File: src/rtl/ex_muldiv_if.sv
// ex_muldiv_if: request/result bundle between the EX stage and the multiply/divide unit
interface ex_muldiv_if #(parameter int DATA_W = 32);
  logic              start, cancel, stall_req, busy, done, hilo_wen, div_zero;
  logic [2:0]        op;
  logic [DATA_W-1:0] op1, op2, hi_in, lo_in, hi_out, lo_out;
  modport master (output start, op, op1, op2, hi_in, lo_in, cancel,
                  input  stall_req, busy, done, hilo_wen, hi_out, lo_out, div_zero);
  modport slave  (input  start, op, op1, op2, hi_in, lo_in, cancel,
                  output stall_req, busy, done, hilo_wen, hi_out, lo_out, div_zero);
endinterface

File: src/rtl/ex_muldiv.sv
// ex_muldiv: multi-cycle MULT/MULTU/DIV/DIVU/MADD/MSUB unit producing HI/LO
module ex_muldiv #(
  parameter int DATA_W   = 32,
  parameter int MUL_ITER = 1
) (
  input logic        clk,
  input logic        rst_n,
  ex_muldiv_if.slave bus
);
  localparam int CW = $clog2(DATA_W);
  localparam int W2 = 2 * DATA_W;
  typedef enum logic [1:0] {IDLE, MUL, DIV, DONE} state_t;
  state_t            state;
  logic [CW-1:0]     cnt;
  logic [2:0]        op_r;
  logic [DATA_W-1:0] a1, mc, hi_r, lo_r;
  logic [W2-1:0]     prod, hilo;
  logic              qneg, rneg, dz_r;
  logic              sgn, accept, is_div, last, mul_last;
  logic [DATA_W-1:0] m1, m2, q_fin, r_fin;
  logic [DATA_W:0]   mul_sum, rem_sh, diff;
  logic [W2-1:0]     mul_nx, div_nx, mul_res, mul_fin;
  always_comb begin
    sgn      = !(bus.op == 3'b001 || bus.op == 3'b011);
    is_div   = bus.op[2:1] == 2'b01;
    accept   = rst_n && state == IDLE && bus.start && !bus.cancel && bus.op <= 3'd5;
    m1       = (sgn && bus.op1[DATA_W-1]) ? -bus.op1 : bus.op1;
    m2       = (sgn && bus.op2[DATA_W-1]) ? -bus.op2 : bus.op2;
    // Multiply: upper half accumulates, lower half holds the remaining multiplier bits
    mul_sum  = {1'b0, prod[W2-1:DATA_W]} + (prod[0] ? {1'b0, mc} : '0);
    mul_nx   = (MUL_ITER != 0) ? {mul_sum, prod[DATA_W-1:1]} : W2'(mc) * W2'(prod[DATA_W-1:0]);
    // Divide: upper half is the partial remainder, lower half shifts dividend out and quotient in
    rem_sh   = {prod[W2-1:DATA_W], prod[DATA_W-1]};
    diff     = rem_sh - {1'b0, mc};
    div_nx   = diff[DATA_W] ? {rem_sh[DATA_W-1:0], prod[DATA_W-2:0], 1'b0}
                            : {diff[DATA_W-1:0], prod[DATA_W-2:0], 1'b1};
    mul_res  = qneg ? -mul_nx : mul_nx;
    mul_fin  = op_r == 3'b100 ? hilo + mul_res : op_r == 3'b101 ? hilo - mul_res : mul_res;
    q_fin    = qneg ? -div_nx[DATA_W-1:0] : div_nx[DATA_W-1:0];
    r_fin    = rneg ? -div_nx[W2-1:DATA_W] : div_nx[W2-1:DATA_W];
    last     = cnt == CW'(DATA_W - 1);
    mul_last = MUL_ITER == 0 || last;
  end
  always_ff @(posedge clk) begin
    if (!rst_n) begin
      state <= IDLE;
      cnt   <= '0;
      hi_r  <= '0;
      lo_r  <= '0;
      dz_r  <= 1'b0;
    end else if (bus.cancel) begin
      state <= IDLE;
      cnt   <= '0;
    end else begin
      case (state)
        IDLE: if (accept) begin
          op_r  <= bus.op;
          a1    <= bus.op1;
          mc    <= is_div ? m2 : m1;
          prod  <= {{DATA_W{1'b0}}, is_div ? m1 : m2};
          hilo  <= {bus.hi_in, bus.lo_in};
          qneg  <= sgn && (bus.op1[DATA_W-1] ^ bus.op2[DATA_W-1]);
          rneg  <= sgn && bus.op1[DATA_W-1];
          cnt   <= '0;
          state <= is_div ? DIV : MUL;
        end
        MUL: begin
          prod <= mul_nx;
          cnt  <= cnt + 1'b1;
          if (mul_last) begin
            state        <= DONE;
            {hi_r, lo_r} <= mul_fin;
            dz_r         <= 1'b0;
          end
        end
        DIV: if (mc == '0) begin
          state <= DONE;
          hi_r  <= a1;
          lo_r  <= '1;
          dz_r  <= 1'b1;
        end else begin
          prod <= div_nx;
          cnt  <= cnt + 1'b1;
          if (last) begin
            state <= DONE;
            hi_r  <= r_fin;
            lo_r  <= q_fin;
            dz_r  <= 1'b0;
          end
        end
        DONE: begin
          state <= IDLE;
          cnt   <= '0;
        end
      endcase
    end
  end
  assign bus.stall_req = accept || state == MUL || state == DIV;
  assign bus.busy      = state != IDLE;
  assign bus.done      = state == DONE && !bus.cancel;
  assign bus.hilo_wen  = bus.done;
  assign bus.hi_out    = hi_r;
  assign bus.lo_out    = lo_r;
  assign bus.div_zero  = dz_r;
endmodule

File: src/flat_wrapper.sv
// flat-port wrapper written by rule: the top's interface ports become plain ports
module ex_muldiv_flat 
#(
  parameter int DATA_W   = 32,
  parameter int MUL_ITER = 1
)
  (clk, rst_n, bus_start, bus_op, bus_op1, bus_op2, bus_hi_in, bus_lo_in, bus_cancel, bus_stall_req, bus_busy, bus_done, bus_hilo_wen, bus_hi_out, bus_lo_out, bus_div_zero);
  ex_muldiv_if #(.DATA_W(DATA_W)) bus_i ();
  input logic clk;
  input logic rst_n;
  input wire logic [$bits(bus_i.start)-1:0] bus_start;
  input wire logic [$bits(bus_i.op)-1:0] bus_op;
  input wire logic [$bits(bus_i.op1)-1:0] bus_op1;
  input wire logic [$bits(bus_i.op2)-1:0] bus_op2;
  input wire logic [$bits(bus_i.hi_in)-1:0] bus_hi_in;
  input wire logic [$bits(bus_i.lo_in)-1:0] bus_lo_in;
  input wire logic [$bits(bus_i.cancel)-1:0] bus_cancel;
  output wire logic [$bits(bus_i.stall_req)-1:0] bus_stall_req;
  output wire logic [$bits(bus_i.busy)-1:0] bus_busy;
  output wire logic [$bits(bus_i.done)-1:0] bus_done;
  output wire logic [$bits(bus_i.hilo_wen)-1:0] bus_hilo_wen;
  output wire logic [$bits(bus_i.hi_out)-1:0] bus_hi_out;
  output wire logic [$bits(bus_i.lo_out)-1:0] bus_lo_out;
  output wire logic [$bits(bus_i.div_zero)-1:0] bus_div_zero;
  assign bus_i.start = bus_start;
  assign bus_i.op = bus_op;
  assign bus_i.op1 = bus_op1;
  assign bus_i.op2 = bus_op2;
  assign bus_i.hi_in = bus_hi_in;
  assign bus_i.lo_in = bus_lo_in;
  assign bus_i.cancel = bus_cancel;
  assign bus_stall_req = bus_i.stall_req;
  assign bus_busy = bus_i.busy;
  assign bus_done = bus_i.done;
  assign bus_hilo_wen = bus_i.hilo_wen;
  assign bus_hi_out = bus_i.hi_out;
  assign bus_lo_out = bus_i.lo_out;
  assign bus_div_zero = bus_i.div_zero;
  ex_muldiv #(.DATA_W(DATA_W), .MUL_ITER(MUL_ITER)) u_core (.clk(clk), .rst_n(rst_n), .bus(bus_i));
endmodule
File: config.mk
export PLATFORM = sky130hd
export DESIGN_NAME = ex_muldiv_flat
export DESIGN_NICKNAME = d
export VERILOG_FILES = /design/src/rtl/ex_muldiv_if.sv /design/src/rtl/ex_muldiv.sv /design/src/flat_wrapper.sv
export SDC_FILE = /design/constraint.sdc
export NUM_CORES = 1
export LEC_CHECK = 0
export ABC_CLOCK_PERIOD_IN_PS = 24500
export BUFFER_PORTS_ARGS = -buffer_cell sky130_fd_sc_hd__buf_4
export CORE_ASPECT_RATIO = 0.75
export CORE_MARGIN = 2
export CORE_UTILIZATION = 25
export CTS_BUF_LIST = sky130_fd_sc_hd__clkbuf_8
export DETAILED_ROUTE_END_ITERATION = 10
export PLACE_DENSITY_LB_ADDON = 0.3
export SYNTH_ARGS = -nofsm -noshare
export SYNTH_HDL_FRONTEND = slang
export SYNTH_SLANG_ARGS = --single-unit
File: constraint.sdc
create_clock -name clk -period 24.5 [get_ports clk]
set_clock_uncertainty 0.1 [all_clocks]
set_input_delay 3.675 -clock clk [delete_from_list [all_inputs] [get_ports clk]]
set_output_delay 3.675 -clock clk [all_outputs]
set_load 0.005 [all_outputs]
== Word-level counts from Yosys, hierarchy flattened ==
Index checks and enable logic that the tools add are counted.

* Register bits: 269
* Input port bits: 135

* $add $sub $neg: 10
* Magnitude comparators: 1
* Equal/unequal tests: 13
* Muxes and demuxes: 33
* Bitwise gates (word level): 3
* Reductions and logical operators: 24

{| class="wikitable"
|+ Operator list
! kind !! count
|-
| $mux 32 || 13
|-
| $mux 64 || 6
|-
| $pmux 64 s3 || 1
|-
| $neg 32->32 || 4
|-
| $pmux 32 s2 || 2
|-
| $add 64x64->64 || 1
|-
| $neg 64->64 || 1
|-
| $sub 64x64->64 || 1
|-
| $add 32x33->33 || 1
|-
| $sub 33x32->33 || 1
|-
| $logic_not 32->1 || 1
|-
| $pmux 5 s4 || 1
|-
| $mux 5 || 2
|-
| $logic_and 1x1->1 || 8
|-
| $mux 2 || 4
|-
| $pmux 2 s4 || 1
|-
| $reduce_and 4->1 || 2
|-
| $eq 3x3->1 const B || 2
|-
| $add 5x1->5 const B || 1
|-
| $eq 5x5->1 const B || 1
|-
| $reduce_and 5->1 || 1
|-
| $eq 2x1->1 const B || 2
|-
| $eq 2x2->1 const B || 2
|-
| $ne 2x1->1 const B || 2
|-
| 16 further kinds || 23
|}

== Longest topological paths before layout ==
Gate-level depths: netlist of run 1.

* Depth in word-level cells: 9
* Depth in mapped cells: 29

== Least setup slack after synthesis of run 1 ==
Ideal clock, no wire load.

* Path kind: input port to flip-flop
* Start: input rst_n
* End: register u_core.prod[0] (enable)
* Arrival time: 20.763 ns
* Required time: 23.818 ns
* Path slack: 3.055 ns
* Stages: 6
* Path through: clkbuf_8 > nand2b_1 > clkbuf_1 > a211oi_1 > o21ai_0 > a211oi_1

* Word-level cells in the longest chain between the ends: 6

{| class="wikitable"
|+ Ends and longest elaborated chain
! what !! RTL line !! RTL
|-
| start: declaration || flat_wrapper.sv:10 || <nowiki>input logic rst_n;</nowiki>
|-
| $logic_and 1x1->1 (4 in a row) || ex_muldiv.sv:26 || <nowiki>accept = rst_n && state == IDLE && bus.start && !bus.cancel && bus.op <= 3'd5;</nowiki>
|-
| $ne 2x1->1 (no source line) || - ||
|-
| $reduce_and 5->1 (no source line) * || - ||
|-
| end signal: assignment || ex_muldiv.sv:60 || <nowiki>prod <= {{DATA_W{1'b0}}, is_div ? m1 : m2};</nowiki>
|-
| end signal: assignment || ex_muldiv.sv:68 || <nowiki>prod <= mul_nx;</nowiki>
|-
| end signal: assignment || ex_muldiv.sv:82 || <nowiki>prod <= div_nx;</nowiki>
|-
| end: declaration || ex_muldiv.sv:17 || <nowiki>logic [W2-1:0] prod, hilo;</nowiki>
|}

Mark *: on every way between the ends. The rest lies on a longest branch, timed or not.
A chain may end at the register's enable or synchronous reset.

== Worst setup path after layout of run 1 ==
* Start: input rst_n
* End: output bus_stall_req

* Word-level cells in the longest chain between the ends: 6

{| class="wikitable"
|+ Ends and longest elaborated chain
! what !! RTL line !! RTL
|-
| $logic_and 1x1->1 (4 in a row) || ex_muldiv.sv:26 ||
|-
| $logic_or 1x1->1 (2 in a row) || ex_muldiv.sv:98 || <nowiki>assign bus.stall_req = accept || state == MUL || state == DIV;</nowiki>
|-
| end: declaration || flat_wrapper.sv:18 || <nowiki>output wire logic [$bits(bus_i.stall_req)-1:0] bus_stall_req;</nowiki>
|}

No other way between the ends.

==> results.json, run 1 <==
{
  "synth_top_cell_by_area": "edfxtp_1",
  "p_leak_uw": 0.0122,
  "grt_pass1_wl_um": 173000,
  "min_period_over_period_pct": 38.1,
  "die_x_um": 387,
  "regArea_um2": 7360,
  "die_area_um2": 113000,
  "worstSkewPairLatency_ns": 0.71,
  "drv_cap": 0,
  "coreArea_um2": 109000,
  "synth_top_family_by_area": "compound AO/OA/AOI/OAI gates",
  "drt-total-wl_um": 120000,
  "grt_max_degree": 83,
  "dr.pass1.iters": 8,
  "drive_above_1_share_pct": 10.8,
  "syn2layout_area_growth_pct": 13.6,
  "worst_slew_pin_slew_ns": 1.20,
  "layout_min_cycle_time_ns": 9.34,
  "crit_required_ns": 20.72,
  "final_cells": 5088,
  "numCtsBuffers": 49,
  "avgSynthCellArea_um2": 7.82,
  "synth_adder_area_share_pct": 8.80,
  "dpl.cell_count": 4995,
  "arrival_ns": 5.57,
  "syn_inst": 3518,
  "via_per_inst": 5.52,
  "fill_cells": 11800,
  "total_power_uw": 1330,
  "yosysMostFrequentCell": "nand2_1",
  "multi_input_area_um2": 18500,
  "setup_viol": 0,
  "postCtsSetupRepairBufs": 0,
  "p_per_area_nw_per_um2": 42.7,
  "hold_buffers": 0,
  "async_flop_share_pct": 0,
  "synth_ff_type": "edfxtp_1",
  "synth_compound_area_share_pct": 27.5,
  "cp-start-kind": "input pin",
  "path_clk_slew_ns": 0.06,
  "dpl.hpwl_um": 94900,
  "ys_types": 105,
  "grt_use_total_pct": 20.4,
  "syn-cell-area_um2": 27500,
  "antenna_found_initial": 7,
  "status": "complete, no violations",
  "initial_core_util_pct": 25.2,
  "synthXorXnorAreaFrac_pct": 8.40,
  "synth_edf_count": 197,
  "yosys.area_share.simple_pct": 20.0,
  "grt_pass1_vias": 24900,
  "critical_path_class": "in2out",
  "rows": 105,
  "yosysWarnings": 0,
  "drt-initial-drc-count": 3878,
  "nNetsFinal": 3928,
  "root_buffer": "clkbuf_8",
  "cts.sinks": 269,
  "tns_ns": 0,
  "die_h_um": 291,
  "h-tree-depth": 2,
  "critPathMaxFanout": 28,
  "hold_ws_ns": 0.358,
  "synthMuxAreaShare_pct": 2.17,
  "synth_common_cells": "374 x nand2_1, 354 x a21oi_1, 336 x nor2_1",
  "synth-seq-area-share_pct": 26.7,
  "io_buffer_count": 203,
  "fmax_mhz": 107,
  "hold_class": "reg2reg",
  "yosys_register_bits": 269,
  "grt.overflow.total": 0,
  "io_pins": 204,
  "ctsResizeCount": 0,
  "cts_max_path_buffers": 3,
  "gp_congestion": 0.931,
  "hold_viol_final": 0,
  "drv_slew": 0,
  "endpoint_kind": "output pin",
  "utilization_pct": 28.6,
  "detail-route-antenna-nets": 0,
  "dr_total_vias": 28100,
  "max_slew_margin_pct": 19.5,
  "rsz0062_at_grt": "no",
  "yosysTopAreaCellShare_pct": 21.5,
  "drc": 0,
  "syn-num-nets": 3844,
  "peakVddDrop_v": 0.0000320,
  "synthTopCellsByArea": "edfxtp_1 22%, ha_1 8.5%, a21oi_1 6.4%",
  "wl_per_cell_um": 23.5,
  "cts_tree": "yes"
}
-- cells by family after synthesis --
group,Yosys count
and+or+nand+nor,1170
AOI/OAI and AO/OA,1154
xor gates and xnor gates,260
DFF,269
adders and majority gates,191
buffers and inverters,415
muxes,59
-- final timing paths --
path                                end                  start  depth (start not counted)  slack [ns]
setup / recovery          bus_stall_req                  rst_n                          5       15.16
hold / removal    u_core.bus.lo_out[21]  u_core.bus.lo_out[21]                          2        0.36
setup reg to reg  u_core.bus.hi_out[30]         u_core.prod[9]                         22       16.24
hold reg to reg   u_core.bus.lo_out[21]  u_core.bus.lo_out[21]                          2        0.36
-- power by group --
group	leakage (µW)	switching, µW	internal [µW]	total [µW]
clock network	0.000570	228	236	464
registers	0.00240	13.8	503	517
logic	0.00923	228	125	353
-- sequential cells by signal, indices dropped and copies added (netlist names) --
signal,flops
u_core.cnt,5
u_core.op_r,3
u_core.prod,64
u_core.qneg,1
u_core.bus.lo_out,32
u_core.a1,32
u_core.state,2
u_core.rneg,1
u_core.bus.hi_out,32
u_core.hilo,64
u_core.mc,32
u_core.bus.div_zero,1
-- through the flow --
stage	cell area [µm²]	setup slack, ns
2_1_floorplan	27500	3.06
3_5_place_dp	30200	15.14
5_1_grt	31200	14.99
6_report	31200	15.16
4_1_cts	31200	15.13
3_3_place_gp	30200	15.22
-- final cells by class --
type / instances / area share, %
multi-input cells: 2834 / 59.1
flip-flops and latches: 269 / 23.5
repair buffers: 249 / 5.98
well taps: 1444 / 5.78
inverters: 199 / 2.39
clock buffers: 54 / 2.38
clock inverters: 37 / 0.825
diodes: 2 / 0.0160
-- cells in the final DEF (no fill, tap or decap), types with 33 or more instances in the layout --
master,count
nor3_1,91
nand2_1,374
nand2b_1,49
a31oi_1,36
xor2_1,109
nor2_1,334
a22oi_1,33
o211ai_1,35
edfxtp_1,197
ha_1,185
a21oi_1,354
o21ai_0,232
nand3_1,60
clkbuf_8,54
dfxtp_1,72
inv_1,212
a21o_1,49
o31ai_1,61
o221ai_1,39
mux2i_1,55
buf_4,249
xnor2_1,149
a221oi_1,57
-- worst max-delay path, cell delays in order --
cell      delay (ns)
buf_4           0.43
nand2b_1        0.42
a211oi_4        0.72
or3_1           0.21
buf_4           0.11
-- layer usage --
layer  GRT usage (%)  vias to the layer above  share of wire (%)
li1                -                    13100                  -
met5               0                        -             0.0092
met4            3.09                        2                1.4
met3            6.29                       85                 13
met2            25.0                     1489                 35
met1            33.3                    13400                 50
(Power assumes the default switching activity.)
==> run 2, diff against run 1 <==
--- a/config.mk
+++ b/config.mk
@@ -5,7 +5,7 @@
 export SDC_FILE = /design/constraint.sdc
 export NUM_CORES = 1
 export LEC_CHECK = 0
-export ABC_CLOCK_PERIOD_IN_PS = 24500
+export ABC_CLOCK_PERIOD_IN_PS = 7600
 export BUFFER_PORTS_ARGS = -buffer_cell sky130_fd_sc_hd__buf_4
 export CORE_ASPECT_RATIO = 0.75
 export CORE_MARGIN = 2
==> constraint.sdc (replaced) <==
create_clock -name clk -period 7.6 [get_ports clk]
set_clock_uncertainty 0.1 [all_clocks]
set_input_delay 1.14 -clock clk [delete_from_list [all_inputs] [get_ports clk]]
set_output_delay 1.14 -clock clk [all_outputs]
set_load 0.005 [all_outputs]
==> run 2 against run 1 <==
Sequential power grew to 3.2 times the previous value. Count of clock-buffer cells in the layout is the same. Non-clock buffer count up 53. Via count rose by 1.5%. Core utilization grew 0.56 points. Register-to-register slack got worse by 16 ns. Global-route usage increased by 0.94 points. Cell area rose by 1.9%. Worst setup slack lost 15 ns. Worst hold slack lost 0.0029 ns. Total power increased to 3.4 times the previous value. Critical path depth grew 18. Largest cell class unchanged.
==> results.json, run 2 (same netlist as run 1, synthesis figures left out) <==
{
  "p_sw_share_pct": 34.1,
  "crit_chain": "or4_1, or4_1, or3_1, o21ai_0, xor2_1, inv_1, ha_1, or4_1, nand2b_1, a2111oi_2, buf_4, o211ai_1, a2111oi_2, buf_4, o311ai_0, o221ai_1, nand3_1, a31oi_2, o31ai_2, a211oi_2, nor3_1, or4_1, o211ai_1",
  "layout_min_cycle_time_ns": 7.17,
  "dpl.hpwl_um": 99400,
  "via_per_inst": 5.55,
  "pwr-share-seq_pct": 36.5,
  "critPathMaxFanout": 8,
  "regArea_um2": 7360,
  "rows": 105,
  "clockPowerShare_pct": 37.8,
  "setup_viol": 0,
  "arrival_ns": 7.71,
  "dr.pass1.iters": 6,
  "internal_power_uw": 3010,
  "grt_use_total_pct": 21.3,
  "root_buffer": "clkbuf_8",
  "top_regs": "u_core.hilo: 64 flops, u_core.prod: 64 flops",
  "cp_common_cell": "or4_1",
  "hold_viol_final": 0,
  "syn2layout_area_growth_pct": 15.8,
  "whs_path_depth": 2,
  "dr_total_vias": 28500,
  "io_pins": 204,
  "hold_class": "reg2reg",
  "layout_commonest_cell": "nand2_1",
  "status": "complete, no violations",
  "drc": 0,
  "r2r_cells": 23,
  "die_area_um2": 113000,
  "min_period_over_period_pct": 94.4,
  "peakVddDrop_v": 0.0000943,
  "initial_core_util_pct": 25.2,
  "fmax_mhz": 139,
  "crit_required_ns": 8.14,
  "drv_cap": 0,
  "wl_per_cell_um": 24.4,
  "drt-initial-drc-count": 3642,
  "numCtsBuffers": 48,
  "max_slew_margin_pct": 5.52,
  "grt_pass1_wl_um": 179000,
  "cp-start-kind": "flop",
  "grt_max_degree": 136,
  "cts.sinks": 269,
  "multi_input_area_um2": 18500,
  "layout_common_cells": "374 x nand2_1, 353 x a21oi_1, 335 x nor2_1",
  "detail-route-antenna-nets": 0,
  "cts_max_path_buffers": 3,
  "cts_tree": "yes",
  "p_sw_uw": 1550,
  "design_area_um2": 31900,
  "p_leak_uw": 0.0125,
  "worst_slew_pin_slew_ns": 1.41,
  "final_cells": 5138,
  "cpPeakStageDelay_ns": 0.58,
  "path_clk_slew_ns": 0.06,
  "comb_power_share_pct": 25.7,
  "coreArea_um2": 109000,
  "antenna_found_initial": 2,
  "gp_congestion": 0.952,
  "rsz0062_at_grt": "yes",
  "endpoint_kind": "flop",
  "h-tree-depth": 2,
  "dpl_cell_area_um2": 30700,
  "die_x_um": 387,
  "dpl_worst_slack_ns": 0.211,
  "fill_cells": 11800,
  "total_power_uw": 4560,
  "grt.overflow.total": 0,
  "die_h_um": 291,
  "drt-total-wl_um": 126000,
  "critical_path_class": "reg2reg",
  "grt_pass1_vias": 25600,
  "fin_ws_ns": 0.427,
  "nNetsFinal": 3980,
  "drive_above_1_share_pct": 12.6,
  "drv_slew": 0,
  "io_buffer_count": 203,
  "tns_ns": 0,
  "p_per_area_nw_per_um2": 143,
  "dpl.cell_count": 5048,
  "worstSkewPairLatency_ns": 0.73,
  "critPathSlowestCell": "or4_1"
}
-- run 2: cell count changes in the layout (fill, tap and decap cells not counted), sizes merged --
cell	change
diode	-1
bufinv	+6
inv	-9
buf	+53
clkinvlp	+1
-- run 2: power groups by stage --
stage	clock network (µW)	registers, µW	logic (µW)
6_report	1720	1660	1170
4_1_cts	1760	1660	1140
3_5_place_dp	0	1690	1130
2_1_floorplan	0	1670	728
5_1_grt	1820	1660	1270
3_3_place_gp	0	1690	1140
-- run 2: metal layers --
layer / up-vias / part of all wire, % / global-route usage, %
met3: 104 / 14 / 8.38
met1: 13700 / 50 / 34.1
li1: 13200 / - / -
met2: 1478 / 35 / 25.4
met4: 0 / 1.7 / 3.81
met5: - / 0 / 0
-- run 2: layout make-up --
cell class,instances,share of cell area (%)
Tap cell,1444,5.67
Inverter,199,2.35
Antenna cell,1,0.00786
Multi-Input combinational cell,2834,58.1
Timing Repair Buffer,302,7.16
Clock inverter,35,1.28
Clock buffer,54,2.33
Sequential cell,269,23.1
-- run 2: timing repair --
item,4_1_cts,5_1_grt
hold buffers,0,0
gates resized for setup,0,10
setup endpoints to repair,0,8
endpoints found under the hold margin,0,0
setup buffers,0,0
-- run 2: through the flow --
stage                     utilization (%)  hold slack (ns)
after floorplan                         -            0.335
after global placement               28.1            0.344
after detailed placement             28.1            0.347
after CTS                            29.1            0.356
after global routing                 29.2            0.374
final                                29.2            0.355
-- run 2: worst paths after layout --
path                         start                    end  slack, ns
min reg2reg  u_core.bus.lo_out[11]  u_core.bus.lo_out[11]       0.35
min          u_core.bus.lo_out[11]  u_core.bus.lo_out[11]       0.35
max reg2reg         u_core.prod[9]  u_core.bus.hi_out[30]       0.43
max                 u_core.prod[9]  u_core.bus.hi_out[30]       0.43
-- run 2: worst max-delay path: cells and delay by family, from the launching register on --
| kind | cells | cell delay [ns] |
|---|---|---|
| flops | 1 | 0.38 |
| simple gates | 8 | 3.21 |
| compound gates | 10 | 2.29 |
| xor+xnor | 1 | 0.30 |
| fa+ha+maj | 1 | 0.38 |
| buf+inv | 3 | 0.44 |
